**config.mk**
```make
export PLATFORM = sky130hd
export DESIGN_NAME = uart_tx_serializer
export DESIGN_NICKNAME = d
export VERILOG_FILES = /design/src/rtl/uart_pkg.sv /design/src/rtl/sync_fifo.sv /design/src/rtl/uart_tx_serializer.sv
export SDC_FILE = /design/constraint.sdc
export NUM_CORES = 1
export LEC_CHECK = 0
export CORE_MARGIN = 4
export CORE_UTILIZATION = 60
export CTS_CLUSTER_DIAMETER = 30
export DETAILED_ROUTE_END_ITERATION = 12
export GPL_TIMING_DRIVEN = 1
export PLACE_DENSITY_LB_ADDON = 0.12
export SYNTH_ARGS = -nofsm -noshare
export SYNTH_HDL_FRONTEND = slang
export SYNTH_SLANG_ARGS = --single-unit
export TNS_END_PERCENT = 30
```
**constraint.sdc**
```tcl
create_clock -name clk -period 3.87 [get_ports clk]
set_input_delay 1.161 -clock clk [delete_from_list [all_inputs] [get_ports clk]]
set_output_delay 1.161 -clock clk [all_outputs]
set_load 0.05 [all_outputs]
```
**src/rtl/uart_pkg.sv**
```systemverilog
// rtl/uart_pkg.sv - shared state encoding and frame constant for the UART transmitter
package uart_pkg;

    typedef enum logic [1:0] {
        IDLE  = 2'd0,
        START = 2'd1,
        DATA  = 2'd2,
        STOP  = 2'd3
    } tx_state_t;

    localparam int FRAME_BITS = 10;

endpackage

```
**src/rtl/sync_fifo.sv**
```systemverilog
// rtl/sync_fifo.sv - single-clock byte FIFO with wrap-bit pointers
module sync_fifo #(
    parameter int WIDTH = 8,
    parameter int DEPTH = 8,
    localparam int AW = $clog2(DEPTH)
) (
    input  logic             clk,
    input  logic             rst,
    input  logic             i_push,
    input  logic [WIDTH-1:0] i_data,
    input  logic             i_pop,
    output logic [WIDTH-1:0] o_data,
    output logic [AW:0]      o_count,
    output logic             o_full,
    output logic             o_empty
);

    logic [WIDTH-1:0] r_mem [DEPTH];
    logic [AW:0]      r_wr_ptr;
    logic [AW:0]      r_rd_ptr;
    logic             w_do_push;
    logic             w_do_pop;

    assign o_count   = r_wr_ptr - r_rd_ptr;
    assign o_full    = (o_count == (AW+1)'(DEPTH));
    assign o_empty   = (o_count == '0);
    assign o_data    = r_mem[r_rd_ptr[AW-1:0]];
    assign w_do_push = i_push && !o_full;
    assign w_do_pop  = i_pop && !o_empty;

    always_ff @(posedge clk or posedge rst) begin
        if (rst) begin
            r_wr_ptr <= '0;
            r_rd_ptr <= '0;
        end else begin
            if (w_do_push) r_wr_ptr <= r_wr_ptr + 1'b1;
            if (w_do_pop)  r_rd_ptr <= r_rd_ptr + 1'b1;
        end
    end

    // storage needs no reset; only entries between the pointers are ever read
    always_ff @(posedge clk) begin
        if (w_do_push) r_mem[r_wr_ptr[AW-1:0]] <= i_data;
    end

endmodule

```
**src/rtl/uart_tx_serializer.sv**
```systemverilog
// rtl/uart_tx_serializer.sv - buffered 8N1 UART transmitter with back-to-back framing
module uart_tx_serializer #(
    parameter int CLKS_PER_BIT = 16,
    parameter int FIFO_DEPTH   = 8,
    localparam int CW          = $clog2(FIFO_DEPTH) + 1
) (
    input  logic          clk,
    input  logic          rst,
    input  logic          send_req,
    input  logic [7:0]    send_data,
    output logic          send_ready,
    output logic          uart_tx,
    output logic          busy,
    output logic [CW-1:0] fifo_count
);

    import uart_pkg::*;

    localparam int CNT_W = $clog2(CLKS_PER_BIT);

    tx_state_t        r_state;
    tx_state_t        w_next_state;
    logic [CNT_W-1:0] r_clk_cnt;
    logic [2:0]       r_bit_idx;
    logic [7:0]       r_shift;
    logic             r_tx;
    logic             w_push;
    logic             w_pop;
    logic             w_bit_end;
    logic             w_full;
    logic             w_empty;
    logic [7:0]       w_head;

    sync_fifo #(.WIDTH(8), .DEPTH(FIFO_DEPTH)) u_fifo (
        .clk     (clk),
        .rst     (rst),
        .i_push  (w_push),
        .i_data  (send_data),
        .i_pop   (w_pop),
        .o_data  (w_head),
        .o_count (fifo_count),
        .o_full  (w_full),
        .o_empty (w_empty)
    );

    assign send_ready = ~w_full;
    assign w_push     = send_req & send_ready;
    assign busy       = (r_state != IDLE) | ~w_empty;
    assign uart_tx    = r_tx;
    assign w_bit_end  = (r_clk_cnt == CNT_W'(CLKS_PER_BIT - 1));

    always_ff @(posedge clk or posedge rst) begin
        if (rst) r_state <= IDLE;
        else     r_state <= w_next_state;
    end

    always_comb begin
        w_next_state = r_state;
        w_pop        = 1'b0;
        case (r_state)
            IDLE: begin
                if (!w_empty) begin
                    w_next_state = START;
                    w_pop        = 1'b1;
                end
            end
            START: if (w_bit_end) w_next_state = DATA;
            DATA:  if (w_bit_end && (r_bit_idx == 3'd7)) w_next_state = STOP;
            STOP: begin
                // chain straight into the next start bit so frames stay gapless
                if (w_bit_end) begin
                    if (!w_empty) begin
                        w_next_state = START;
                        w_pop        = 1'b1;
                    end else begin
                        w_next_state = IDLE;
                    end
                end
            end
            default: w_next_state = IDLE;
        endcase
    end

    always_ff @(posedge clk or posedge rst) begin
        if (rst) begin
            r_clk_cnt <= '0;
            r_bit_idx <= '0;
            r_shift   <= '0;
            r_tx      <= 1'b1;
        end else if (w_pop) begin
            r_shift   <= w_head;
            r_tx      <= 1'b0;
            r_clk_cnt <= '0;
            r_bit_idx <= '0;
        end else if (r_state != IDLE) begin
            r_clk_cnt <= w_bit_end ? '0 : r_clk_cnt + 1'b1;
            if (w_bit_end) begin
                case (r_state)
                    START: r_tx <= r_shift[0];
                    DATA: begin
                        if (r_bit_idx == 3'd7) begin
                            r_tx <= 1'b1;
                        end else begin
                            r_tx      <= r_shift[1];
                            r_shift   <= r_shift >> 1;
                            r_bit_idx <= r_bit_idx + 3'd1;
                        end
                    end
                    default: r_tx <= 1'b1;
                endcase
            end
        end
    end

endmodule

```
==> results.py <==
metrics = {
    "place": {
        "place_hpwl_um": 4440,
        "place_inst": 347,
        "portBuffers": 17,
        "gp_congestion": 0.813,
        "dpl_cell_area_um2": 4340,
    },
    "cts": {
        "htreeDepth": 3,
        "clk_path_buf_depth": 2,
        "postCtsSetupBuffers": 0,
        "cts_buffers": 9,
        "clock-sinks": 90,
        "cts.clk_slew.worst_paths_ns": 0.08,
        "clock_latency_ns": 0.34,
        "root_buffer": "clkbuf_8",
        "cts_tree": "built",
    },
    "yosys": {
        "synth_area_um2": 3960,
        "synth_seq_area_share": 0.651,
        "ys_warn_count": 0,
        "synth_edf_count": 64,
        "ys_top_cells_by_area": "edfxtp_1, dfrtp_1, mux4_2",
        "ys_ff_latch": 90,
        "yosys.cell_types.count": 45,
        "avgSynthCellArea_um2": 15.9,
        "synth_common_cells": "edfxtp_1, dfrtp_1, mux4_2, a21oi_1, ha_1",
        "syn-num-nets": 274,
        "synth_top_area_share": 0.486,
        "yosys.area.top_type": "edfxtp_1",
        "yosys_most_used_dff": "edfxtp_1",
        "synthArstFlopShare": 0.289,
        "synth_most_common_cell": "edfxtp_1",
        "synthCells": 249,
    },
    "power_and_ir_drop": {
        "power_mw": 2.74,
        "ir_worst_vdd_mv": 0.746,
        "leakage_nw": 1.71,
        "pwr_density_cell_nw_per_um2": 599,
    },
    "routing": {
        "ant_nets": 0,
        "first_iter_violations": 86,
        "vias_per_cell": 5.82,
        "wl_um": 6820,
        "drc": 0,
        "dr.pass1.iters": 4,
        "avgRoutedWirePerCell_um": 18.8,
        "vias": 2106,
    },
    "hold_path": {
        "hp-class": "reg -> reg",
        "hold_start": "uart_tx",
    },
    "critical_path": {
        "critPathMaxFanout": 9,
        "ff2ff_setup_slack_ns": 0.79,
        "cp-startpoint": "u_fifo.r_rd_ptr[2]",
        "cp_top_family": "flip-flops",
        "timing.rr.start": "u_fifo.r_rd_ptr[2]",
        "crit_path_cell_trace": "inv_2, ha_1, and3b_1, o21ai_1, nand4_1, buf_4",
        "slowest_stage": "dfrtp_1",
        "cp.depth": 6,
        "end_kind": "output pin",
        "reg2reg_to": "u_fifo.r_mem[6][7]",
        "worstSetupStartpointType": "flop",
        "crit_type": "reg -> out",
        "ff2ff_path_depth": 8,
        "critPathArrivalTime_ns": 2.56,
        "crit_required_ns": 2.71,
        "slowest_delay_ns": 0.59,
        "critPathBufInv": 2,
        "cp-endpoint": "busy",
    },
    "floorplanning": {
        "fp-row-count": 29,
        "io_pins": 18,
        "fp.dieH_um": 89.2,
        "start_util": 0.619,
        "dieArea_um2": 7950,
        "core_um2": 6390,
        "die_x_um": 89.2,
    },
    "timing": {
        "max_freq_mhz": 269,
        "rsz0062_at_grt": "no",
        "setup_tns_ns": 0,
        "finClkSkew_ns": 0.00571,
        "max-slew-margin-rel": 0.614,
        "tightest_slew_ns": 0.579,
        "fin_crit_sh": 0.961,
        "drv_slew": 0,
        "finalHoldViolCount": 0,
        "final_period_minus_worst_setup_slack_ns": 3.72,
        "finalSetupViolations": 0,
    },
    "cells_and_area": {
        "areaGrowthSynthToFinish_pct": 15.7,
        "stdcell_count": 362,
        "drive_gt1_frac": 0.218,
        "final_nets": 306,
        "insertedDiodeCount": 0,
        "final_util": 0.717,
        "final_area_um2": 4580,
    },
    "grt": {
        "track_usage": 0.197,
        "grt_max_degree": 27,
        "gr-total-overflow": 0,
        "grt_pass1_wl_um": 11300,
        "antenna_found_initial": 0,
        "first_global_vias": 2140,
    },
    "status": {
        "run_status": "finished clean",
    },
    "job": {
        "cap_violations": 0,
    },
}
==> logic make-up (layout without fill, tap and decap cells) <==
| logic type | count (synthesis) | after routing | share of synthesized area |
|---|---|---|---|
| XOR/XNOR | 11 | 11 | 0.0263 |
| AO/OA/AOI/OAI | 35 | 35 | 0.0630 |
| flip-flops | 90 | 90 | 0.651 |
| multiplexers | 29 | 29 | 0.125 |
| AND/OR/NAND/NOR | 50 | 50 | 0.0668 |
| buffers and inverters | 20 | 56 | 0.0221 |
| adder cells (fa/ha/maj) | 14 | 14 | 0.0462 |
==> final cells by class <==
class	count	area, um^2
clock buffers	9	124
clock inverters	6	106
fillers	426	1810
inverters	10	37.5
multi-input cells	139	1340
flip-flops and latches	90	2570
well taps	77	96.3
repair buffers	31	300
==> worst register-to-register path, delay by kind of cell, from the launching register on <==
family | cells | cell delay, ns
flip-flops | 1 | 0.59
AO/OA/AOI/OAI | 1 | 0.20
AND/OR/NAND/NOR | 4 | 1.13
buffers and inverters | 2 | 0.42
adder cells (fa/ha/maj) | 1 | 0.45
==> sequential cells by signal (all words and copies together), names as in the netlist <==
signal	count
r_bit_idx	3
r_clk_cnt	4
r_shift	8
r_state	2
u_fifo.r_mem	64
u_fifo.r_rd_ptr	4
u_fifo.r_wr_ptr	4
uart_tx	1
==> timing repair <==
item                                   in CTS  in global routing
hold buffers                                0                  0
setup endpoints to repair                   1                  2
endpoints found under the hold margin       0                  0
gates resized for setup                     1                  3
==> where the power goes <==
group	internal, mW	switching [mW]	total (mW)	leakage [nW]
logic	0.311	0.460	0.771	0.698
registers	1.17	0.0682	1.24	0.902
clock network	0.422	0.309	0.732	0.114
total	1.90	0.837	2.74	1.71
==> per-stage QoR <==
step           hold WS (ns)  worst slack [ns]
2_1_floorplan         0.490           -0.0244
3_3_place_gp          0.485             0.487
3_5_place_dp          0.490             0.389
4_1_cts               0.503            0.0325
5_1_grt               0.543           0.00157
6_report              0.502             0.152
==> worst min path at each step <==
stage                         endpoint  slack, ns  depth (start not counted)
after detailed placement       uart_tx       0.49                          2
after floorplan           r_bit_idx[1]       0.49                          2
after global placement         uart_tx       0.49                          2
final                          uart_tx       0.50                          2
after CTS                      uart_tx       0.50                          2
after global routing           uart_tx       0.54                          2
==> cell usage in the layout (no fill, tap or decap), drive strengths merged, types with 2 or more instances in the layout <==
master | Yosys | final
ha | 13 | 13
nor2b | 7 | 7
edfxtp | 64 | 64
o21ai | 6 | 6
clkdlybuf4s50 | 0 | 12
dfrtp | 25 | 25
inv | 9 | 9
nand2b | 4 | 4
o31ai | 2 | 2
nand3 | 2 | 2
nand4 | 2 | 2
nor3 | 6 | 6
clkbuf | 3 | 9
mux2i | 10 | 10
a211oi | 7 | 7
mux2 | 3 | 3
xnor2 | 7 | 7
nand2 | 10 | 10
bufinv | 0 | 3
xor2 | 4 | 4
nor4 | 2 | 2
mux4 | 16 | 16
buf | 7 | 19
a21oi | 13 | 13
clkinv | 1 | 4
nor2 | 9 | 9
==> layer usage <==
metal | share of wire | global-route usage
met2 | 0.48 | 0.313
met1 | 0.49 | 0.279
met3 | 0.029 | 0.0442
met5 | 0 | 0
met4 | 0.0062 | 0.0528
No activity file was read; power rests on OpenSTA's default activity.
